===== src/rtl/viterbi_frame_ctrl.sv =====
// Frame sequencer for the vencoder/vdecoder pair: serialises a message word
// MSB-first into the encoder, appends zero tail bits, drains the decoder and
// deserialises the decoded bits back into rx_msg.
//
// Ports:
//   clock      system clock, all logic on the rising edge
//   reset      asynchronous active-low reset
//   start      frame request, sampled only while idle
//   msg        message word, latched when start is accepted
//   busy       high while a frame is running
//   sym_phase  0 = first, 1 = second cycle of a symbol period
//   enc_in     serial bit to the encoder
//   dec_bit    serial decoded bit from the decoder
//   dec_err    decoder error flag
//   done       one-cycle pulse when rx_msg/frame_err are valid
//   rx_msg     recovered message, held until the next accepted start
//   frame_err  OR of dec_err over the capture slots, held like rx_msg
module viterbi_frame_ctrl #(
    parameter int MSG_BITS    = 8,
    parameter int TAIL_BITS   = 2,
    parameter int DEC_LATENCY = 6
) (
    input  logic                clock,
    input  logic                reset,
    input  logic                start,
    input  logic [MSG_BITS-1:0] msg,
    output logic                busy,
    output logic                sym_phase,
    output logic                enc_in,
    input  logic                dec_bit,
    input  logic                dec_err,
    output logic                done,
    output logic [MSG_BITS-1:0] rx_msg,
    output logic                frame_err
);

    localparam int NSYM_ENC = MSG_BITS + TAIL_BITS;
    localparam int NSYM_DEC = DEC_LATENCY + MSG_BITS;
    localparam int NSYM     = (NSYM_ENC > NSYM_DEC) ? NSYM_ENC : NSYM_DEC;
    localparam int CW       = $clog2(NSYM + 1);

    localparam logic [CW-1:0] LAST = CW'(NSYM - 1);

    typedef enum logic [1:0] {
        IDLE,
        RUN,
        DONE
    } state_t;

    state_t              state;
    logic [CW-1:0]       sym_cnt;
    logic [MSG_BITS-1:0] msg_sh;
    logic                capture;

    // Capture slots: symbol counts whose decoder output carries message bits.
    assign capture = sym_phase
                  && (int'(sym_cnt) >= DEC_LATENCY)
                  && (int'(sym_cnt) <  DEC_LATENCY + MSG_BITS);

    // msg_sh shifts left once per symbol, so its bit MSG_BITS-2 is always the
    // next message bit; zeros shifted in supply the tail and drain symbols.
    always_ff @(posedge clock or negedge reset) begin
        if (!reset) begin
            state     <= IDLE;
            busy      <= 1'b0;
            sym_phase <= 1'b0;
            enc_in    <= 1'b0;
            done      <= 1'b0;
            rx_msg    <= '0;
            frame_err <= 1'b0;
            sym_cnt   <= '0;
            msg_sh    <= '0;
        end else begin
            done <= 1'b0;
            unique case (state)
                IDLE: begin
                    if (start) begin
                        msg_sh    <= msg;
                        rx_msg    <= '0;
                        frame_err <= 1'b0;
                        sym_cnt   <= '0;
                        sym_phase <= 1'b0;
                        enc_in    <= msg[MSG_BITS-1];
                        busy      <= 1'b1;
                        state     <= RUN;
                    end else begin
                        enc_in <= 1'b0;
                    end
                end
                RUN: begin
                    sym_phase <= ~sym_phase;
                    if (capture) begin
                        rx_msg    <= {rx_msg[MSG_BITS-2:0], dec_bit};
                        frame_err <= frame_err | dec_err;
                    end
                    if (sym_phase) begin
                        if (sym_cnt == LAST) begin
                            enc_in    <= 1'b0;
                            busy      <= 1'b0;
                            sym_phase <= 1'b0;
                            done      <= 1'b1;
                            state     <= DONE;
                        end else begin
                            sym_cnt <= sym_cnt + 1'b1;
                            msg_sh  <= msg_sh << 1;
                            enc_in  <= msg_sh[MSG_BITS-2];
                        end
                    end
                end
                DONE: begin
                    state <= IDLE;
                end
                default: begin
                    state <= IDLE;
                end
            endcase
        end
    end

endmodule


===== config.mk =====
export PLATFORM = sky130hd
export DESIGN_NAME = viterbi_frame_ctrl
export DESIGN_NICKNAME = d
export VERILOG_FILES = /design/src/rtl/viterbi_frame_ctrl.sv
export SDC_FILE = /design/constraint.sdc
export NUM_CORES = 1
export LEC_CHECK = 0
export ABC_AREA = 0
export CAP_MARGIN = 20
export CELL_PAD_IN_SITES_DETAIL_PLACEMENT = 2
export CELL_PAD_IN_SITES_GLOBAL_PLACEMENT = 2
export CORE_MARGIN = 10
export CORE_UTILIZATION = 28
export DETAILED_ROUTE_END_ITERATION = 10
export HOLD_SLACK_MARGIN = 0.02
export MAX_ROUTING_LAYER = met4
export PLACE_DENSITY = 0.72
export SLEW_MARGIN = 15
export SYNTH_ARGS = -nofsm -noshare
export SYNTH_HDL_FRONTEND = slang
export SYNTH_SLANG_ARGS = --single-unit

===== constraint.sdc =====
create_clock -name clock -period 5.4 [get_ports clock]
set_input_delay 0.81 -clock clock [delete_from_list [all_inputs] [get_ports clock]]
set_output_delay 0.81 -clock clock [all_outputs]
set_load 0.02 [all_outputs]

; ---- After elaboration in Yosys (flattened, before gate mapping)
; Cells that the tools add are included.
[totals]
regBits = 26
out_inout_bits = 13
in_bits = 13
[classes]
eq_ne = 7
add_sub_neg = 1
bitwise_logic = 2
n_mux = 32
order_cmp = 2
reduce_logical = 10
[op_table]
columns = op, count
row1 = 7-bit two-way mux, 3
row2 = 8-bit two-way mux, 2
row3 = 8-bit case mux with 2 select lines, 1
row4 = 7-bit case mux with 2 select lines, 1
row5 = 1-bit two-way mux, 13
row6 = 4-bit two-way mux, 3
row7 = "2-bit != test, second input constant", 5
row8 = 1-bit case mux with 2 select lines, 4
row9 = 4-bit case mux with 2 select lines, 1
row10 = 4-bit AND reduction, 2
row11 = 2-bit two-way mux, 3
row12 = 3-bit AND reduction, 2
row13 = "4-bit by 1-bit adder with 4-bit output, second input constant", 1
row14 = "4-bit equality test, second input constant", 1
row15 = "4-bit by 3-bit >= comparator with 1-bit output, second input constant", 1
row16 = "4-bit < comparator, second input constant", 1
row17 = 2-bit case mux with 2 select lines, 1
row18 = 2-bit AND reduction, 2
row19 = "2-bit by 1-bit equality test with 1-bit output, second input constant", 1
row20 = 1-bit logical AND, 2
row21 = 2-bit logical NOT, 1
row22 = 2-bit nonzero test, 1
row23 = 1-bit NOT, 1
row24 = 1-bit bitwise OR, 1

; ---- Longest topological paths before layout
; Gate-level depths: netlist of run 1.
[depth]
word_depth = 5
mapped_depth = 5

; ---- Least setup slack after synthesis of run 1
; OpenSTA, ideal clock, no wires.
[synth_timing]
path_kind = reg-to-reg
start = register sym_cnt[1]
end = register msg_sh[1]
n_path_buf = 0
path_slack_ps = 3627
t_required_ps = 5275
arrival_ps = 1648
period_less_slack_ps = 1773
setup_time_ps = 125
stages_incl_launch_ff = 6
cell_sequence = dfrtp_1 inv_1 ha_1 and3_1 a211oi_4 mux2_2
[synth_between]
elab_chain_len = 3
[synth_lines]
columns = element, line_no
row1 = from (decl), 51  ; logic [CW-1:0] sym_cnt;
row2 = from (signal assigned), 104  ; sym_cnt <= sym_cnt + 1'b1;
row3 = 4-bit equality test, 97  ; if (sym_cnt == LAST) begin
row4 = 2-bit != test (no line), --
row5 = 4-bit AND reduction (no line), --
row6 = to (signal assigned), 78  ; msg_sh <= msg;
row7 = to (signal assigned), 105  ; msg_sh <= msg_sh << 1;
row8 = to (decl), 52  ; logic [MSG_BITS-1:0] msg_sh;
; Every way passes these cells.
; A chain may end at the register's enable or synchronous reset.

; ---- Worst setup path in the final report of run 1
[layout_timing]
start = register sym_phase
end = output port sym_phase
[layout_lines]
columns = element, line_no
row1 = from (decl), 28  ; output logic sym_phase,
row2 = from (signal assigned), 91  ; sym_phase <= ~sym_phase;
; No word-level cell between the ends.

==> flow_summary.toml, run 1 <==
[clock_network]
tritoncts = "built"
cts_num_sinks = 26
cts_htree_levels = 1
clk_path_buf_depth = 2
cts_hold_buffers = 0
root_buffer = "sky130_fd_sc_hd__clkbuf_8"
cts_made_buffers = 3
clock_insertion_delay_worst_skew_ns = 0.27
clkSlewWorstSetupHoldPaths_ns = 0.09
post-cts-setup-buffers = 0
post_cts_resized = 0

[sta]
setup_viol_count_final = 0
post-route-min-period_ns = 2.31
fin_crit_sh = 0.428
report.final.slew_viol_count = 0
tightestPinTransition_ns = 0.826
rsz_0062_raised_after_global_routing = "false"
final.setup_skew_ns = 0.00221
setup_total_negative_slack_ns = 0
relSlewSlack = 0.448
achievable-frequency_ghz = 0.433
hold_viol = 0
worst_slack_ns = 3.09

[worst_setup_path]
worstRegToRegCells = 3
worst-path-max-fanout = 9
cpPeakStageDelay_ns = 0.68
critPathArrivalTime_ns = 1.50
path_delay_family = "buffers and inverters"
startpoint_type = "flip-flop"
setup.worst_path.class = "flip-flop to primary output"
worst_path_max_delay_cell = "sky130_fd_sc_hd__clkdlybuf4s50_1"
ff2ff_setup_slack_ns = 3.22
worstReg2RegEnd = "rx_msg[5]"
crit_path_cell_trace = "clkdlybuf4s50_1"
endpoint_kind = "primary output"
timing.critical_path.buf_inv = 1
timing.rr.start = "state[0]"
required_time_at_the_worst_slack_endpoint_ns = 4.59

[synth]
ys_seq_area_frac = 0.507
yosysTopAreaCell = "sky130_fd_sc_hd__dfrtp_1"
synth-seq-cells = 26
avgSynthCellArea_um2 = 11.6
synth.yosys.warnings = 0
synth_top_cells_by_area = "sky130_fd_sc_hd__dfrtp_1 (51%), sky130_fd_sc_hd__mux2_2 (13%), sky130_fd_sc_hd__mux2i_1 (5.5%), sky130_fd_sc_hd__inv_1 (3.8%), sky130_fd_sc_hd__ha_1 (2.9%)"
synth_area_um2 = 1280
postSynthNetCount = 127
syn_inst = 111
ys.flop_type = "sky130_fd_sc_hd__dfrtp_1"
synth-edff-count = 0
ys_types = 31
postSynth.asyncResetShare = 1.00
synth_largest_type_area_fraction = 0.507

[detailed_routing]
drt-wirelength-per-cell_um = 16.9
dr_pass1_iterations = 4
wl_met1_um = 1290
detailroute.wirelength.met3_um = 21
wl_met2_um = 1800
ant_nets = 0
drtIter0Drc = 70
detail_route.drc_violations = 0
routed_wl_um = 3170
dr_total_vias = 918
top_layer_used = "met4"
vias_per_cell = 4.88

[die]
placement_row_count = 24
fp.dieArea_um2 = 7690
io_pins = 26
die_x_um = 87.7
design.core.area_um2 = 4380
die_y_um = 87.7
floorplan.initialDensity = 0.293

[power]
internal-power_mw = 0.599
power.clock.fraction = 0.172
reported_leakage_power_nw = 0.750
worst_ir_drop_vdd_mv = 0.163
sw_frac_of_total = 0.371
pwr-share-seq = 0.364
netSwitchingPower_mw = 0.353
fraction_of_power_consumed_by_combinational_cells = 0.464
power.density_nw_per_um2 = 578

[placed_design]
port-buffer-count = 25
dp_hpwl_um = 2400
total_cell_area_at_the_placement_stage_um2 = 1580
dp_slack_ns = 2.74
routabilityCongestion = 0.804

[min_path]
tightest_hold_check_type = "flip-flop to flip-flop"
worstHoldStart = "frame_err"
worstHoldEndpoint = "frame_err"
worst_hold_path.num_cells = 2

[status]
status = "complete, no violations"

[global_routing]
grt.overflow.total = 0
maximum_number_of_pins_on_one_net_before_global_route_repair = 27
grt_pass1_wl_um = 5380
grt.total_usage = 0.0897
antenna_found_initial = 0
grt_pass1_vias = 1066

[cells_and_area]
finish.instance_area_um2 = 1650
layout-drive-gt1-share = 0.184
number_of_nets_in_the_layout = 153
area.growth.synth_to_final_pct = 28.4
antenna_cell_count = 0

[run]
max_cap_violations = 0
-- stage by stage --
stage | utilization | instances | hold slack [ns] | power, mW
2_1_floorplan | - | 111 | 0.475 | 0.646
3_3_place_gp | 0.359 | 184 | 0.466 | 0.777
3_5_place_dp | 0.359 | 184 | 0.482 | 0.801
4_1_cts | 0.376 | 188 | 0.503 | 0.972
5_1_grt | 0.376 | 188 | 0.531 | 1.03
6_report | 0.376 | 188 | 0.491 | 0.952
-- Yosys cell counts (2+ instances only) --
cell type                    n
sky130_fd_sc_hd__dfrtp_1    26
sky130_fd_sc_hd__mux2_2     15
sky130_fd_sc_hd__inv_1      13
sky130_fd_sc_hd__nand2_1     9
sky130_fd_sc_hd__mux2i_1     7
sky130_fd_sc_hd__o21ai_0     4
sky130_fd_sc_hd__and3_1      3
sky130_fd_sc_hd__ha_1        3
sky130_fd_sc_hd__nand3_1     3
sky130_fd_sc_hd__nor2_1      3
sky130_fd_sc_hd__a2111oi_0   2
sky130_fd_sc_hd__buf_2       2
sky130_fd_sc_hd__nand2b_1    2
sky130_fd_sc_hd__nor3b_1     2
-- registers in the layout (all words and copies together) (netlist names), 2 cells and up --
| name | flops |
|---|---|
| msg_sh | 7 |
| rx_msg | 8 |
| sym_cnt | 4 |
| state | 2 |
-- worst register-to-register path: cells and delay by family, from the launching register on --
family | cells | cell delay, ns
compound gates | 1 | 0.48
flops | 1 | 0.57
mux | 1 | 0.41
simple gates | 1 | 0.61
-- cells by family after synthesis --
kind of cell	after synthesis	synth area share
flops	26	0.507
simple gates	27	0.114
compound gates	14	0.0907
mux	23	0.197
fa+ha+maj	3	0.0293
buf+inv	18	0.0615
-- power by group through the flow --
stage                     logic (mW)  clock network (mW)  registers [mW]
after floorplan                0.282                   0           0.364
after global placement         0.432                   0           0.345
after detailed placement       0.449                   0           0.352
after CTS                      0.454               0.168           0.350
after global routing           0.487               0.178           0.364
final                          0.442               0.163           0.347
-- area by class of cell --
class	count	area (um2)
multi-input combinational	67	553
timing repair buffer	26	258
clock buffer	3	41.3
fill	472	2740
clock inverter	1	30.0
sequential	26	651
inverter	13	48.8
tap	52	65.1
-- how the worst max path moves through the flow --
stage | from | end | slack [ns] | depth (start not counted)
finish | sym_phase | sym_phase | 3.09 | 1
CTS | start | rx_msg[1] | 3.02 | 4
floorplan | sym_cnt[1] | msg_sh[1] | 3.63 | 5
detailed placement | start | rx_msg[1] | 2.74 | 4
global placement | start | rx_msg[1] | 2.81 | 4
global route | sym_phase | sym_phase | 3.01 | 1
-- cells in the final DEF (no fill, tap or decap), types with 2 or more instances in the layout --
master	count
sky130_fd_sc_hd__dfrtp_1	26
sky130_fd_sc_hd__o21ai_0	4
sky130_fd_sc_hd__nand2_1	9
sky130_fd_sc_hd__inv_1	13
sky130_fd_sc_hd__clkbuf_8	3
sky130_fd_sc_hd__ha_1	3
sky130_fd_sc_hd__nor2_1	3
sky130_fd_sc_hd__clkdlybuf4s50_1	25
sky130_fd_sc_hd__a2111oi_0	2
sky130_fd_sc_hd__mux2_2	15
sky130_fd_sc_hd__nand3_1	3
sky130_fd_sc_hd__and3_1	3
sky130_fd_sc_hd__nor3b_1	2
sky130_fd_sc_hd__nand2b_1	2
sky130_fd_sc_hd__mux2i_1	7
-- metal layers --
layer,vias to the layer above,track usage
li1,427,-
met1,479,0.0978
met2,8,0.163
met3,4,0.00557
met4,0,0.0391
met5,-,-
Power figures use the tool's default switching activity.
==> inputs of run 2 (changes only) <==
==> constraint.sdc (replaced) <==
create_clock -name clock -period 2.2 [get_ports clock]
set_input_delay 0.33 -clock clock [delete_from_list [all_inputs] [get_ports clock]]
set_output_delay 0.33 -clock clock [all_outputs]
set_load 0.02 [all_outputs]
==> flow_summary.toml, run 2 (synthesized netlist as in run 1, its figures left out) <==
[cells_and_area]
max_flop_register = "rx_msg"
layout-drive-gt1-share = 0.218
area.growth.synth_to_final_pct = 30.7
most_frequent_cells_in_the_layout = "sky130_fd_sc_hd__dfrtp_1 (26), sky130_fd_sc_hd__clkdlybuf4s50_1 (25), sky130_fd_sc_hd__mux2_2 (15)"
finish.instance_area_um2 = 1680
antenna_cell_count = 0
number_of_nets_in_the_layout = 159
layout.cells.most_common = "sky130_fd_sc_hd__dfrtp_1"
largest_register_ffs = 8
layout_top_registers = "rx_msg: 8 flops, msg_sh: 7 flops, sym_cnt: 4 flops"

[min_path]
tightest_hold_check_type = "primary input to async pin"

[power]
reported_leakage_power_nw = 0.772
worst_ir_drop_vdd_mv = 0.469
power.density_nw_per_um2 = 1400

[detailed_routing]
drtIter0Drc = 32
detail_route.drc_violations = 0
routed_wl_um = 3450
dr_pass1_iterations = 4
ant_nets = 0
dr_total_vias = 932
drt-wirelength-per-cell_um = 17.8
vias_per_cell = 4.80

[die]
io_pins = 26
placement_row_count = 24
fp.dieArea_um2 = 7690
floorplan.initialDensity = 0.293
die_x_um = 87.7
die_y_um = 87.7
design.core.area_um2 = 4380

[worst_setup_path]
required_time_at_the_worst_slack_endpoint_ns = 2.36
setup.worst_path.class = "flip-flop to flip-flop"
worst-path-max-fanout = 7
critPathArrivalTime_ns = 2.17
endpoint_kind = "flip-flop"
startpoint_type = "flip-flop"

[sta]
relSlewSlack = 0.665
holdWs_ns = 0.448
fin_crit_sh = 0.913
achievable-frequency_ghz = 0.498
setup_total_negative_slack_ns = 0
tightestPinTransition_ns = 0.503
final.setup_skew_ns = 0.00153
post-route-min-period_ns = 2.01
rsz_0062_raised_after_global_routing = "false"
hold_viol = 0
report.final.slew_viol_count = 0
setup_viol_count_final = 0

[placed_design]
routabilityCongestion = 0.841
total_cell_area_at_the_placement_stage_um2 = 1620
dp_hpwl_um = 2600
port-buffer-count = 25

[clock_network]
cts_htree_levels = 1
clkSlewWorstSetupHoldPaths_ns = 0.09
post-cts-setup-buffers = 0
root_buffer = "sky130_fd_sc_hd__clkbuf_8"
clk_path_buf_depth = 2
clock_insertion_delay_worst_skew_ns = 0.27
cts_made_buffers = 3
cts_hold_buffers = 0
cts_num_sinks = 26
tritoncts = "built"

[global_routing]
grt.total_usage = 0.0964
grt_pass1_wl_um = 5710
antenna_found_initial = 0
maximum_number_of_pins_on_one_net_before_global_route_repair = 27
grt.overflow.total = 0
grt_pass1_vias = 1086

[run]
max_cap_violations = 0

[status]
status = "complete, no violations"
[run 2: cell count changes in the layout (fill, tap and decap cells not counted)]
cell,delta
sky130_fd_sc_hd__a2111oi_1,+1
sky130_fd_sc_hd__clkbuf_8,+1
sky130_fd_sc_hd__a2111oi_0,-1
sky130_fd_sc_hd__buf_4,+6
sky130_fd_sc_hd__bufinv_16,-1
[run 2: where the power goes]
part	internal (mW)	leakage, nW	switching (mW)
clock network	0.160	0.0288	0.155
logic	0.620	0.411	0.578
registers	0.668	0.331	0.162
[run 2: cell type report]
class	instances	area, um2
Fill cell	464	2710
Timing Repair Buffer	32	303
Inverter	13	48.8
Multi-Input combinational cell	67	554
Tap cell	52	65.1
Clock buffer	4	55.1
Sequential cell	26	651
[run 2: path summary, 6_finish.rpt]
| check | startpoint | endpoint | slack [ns] | cells past startpoint |
|---|---|---|---|---|
| max reg2reg | sym_cnt[1] | msg_sh[5] | 0.19 | 5 |
| max | sym_cnt[1] | msg_sh[5] | 0.19 | 5 |
| min in group clock | frame_err | frame_err | 0.50 | 2 |
| min | reset | rx_msg[1] | 0.45 | 2 |
| max in group asynchronous | reset | msg_sh[4] | 1.49 | 2 |
| min reg2reg | frame_err | frame_err | 0.50 | 2 |
[run 2: what timing repair did]
item | CTS | global route
setup endpoints to repair | 0 | 1
gates resized for setup | 0 | 1
hold endpoints to repair | 0 | 0
[run 2: layer usage]
layer	track usage	share of wire	up-vias
met3	0.00929	0.0084	2
li1	-	-	442
met1	0.111	0.41	482
met4	0.0435	0.012	0
met2	0.165	0.57	6
met5	-	0	-
[run 2: through the flow]
stage / instances / util / setup WS (ns) / power [mW]
4_1_cts: 194 / 0.382 / 0.121 / 2.40
5_1_grt: 194 / 0.382 / 0.0537 / 2.53
3_3_place_gp: 190 / 0.370 / 0.262 / 1.98
2_1_floorplan: 111 / - / 0.427 / 1.59
3_5_place_dp: 190 / 0.370 / 0.134 / 2.06
6_report: 194 / 0.382 / 0.192 / 2.34
[run 2: critical path, cell delays in order (launching register included)]
cell and delay [ns]:
sky130_fd_sc_hd__dfrtp_1 0.46, sky130_fd_sc_hd__inv_1 0.09, sky130_fd_sc_hd__ha_1 0.22, sky130_fd_sc_hd__and3_1 0.26, sky130_fd_sc_hd__a211oi_4 0.47, sky130_fd_sc_hd__mux2_2 0.39
==> inputs of run 3 (changes only) <==
--- a/config.mk
+++ b/config.mk
@@ -6,7 +6,6 @@
 export NUM_CORES = 1
 export LEC_CHECK = 0
 export ABC_AREA = 0
-export CAP_MARGIN = 20
 export CELL_PAD_IN_SITES_DETAIL_PLACEMENT = 2
 export CELL_PAD_IN_SITES_GLOBAL_PLACEMENT = 2
 export CORE_MARGIN = 10
==> results of run 3 <==
No change in the layout: final DEF, timing and power equal those of run 2.
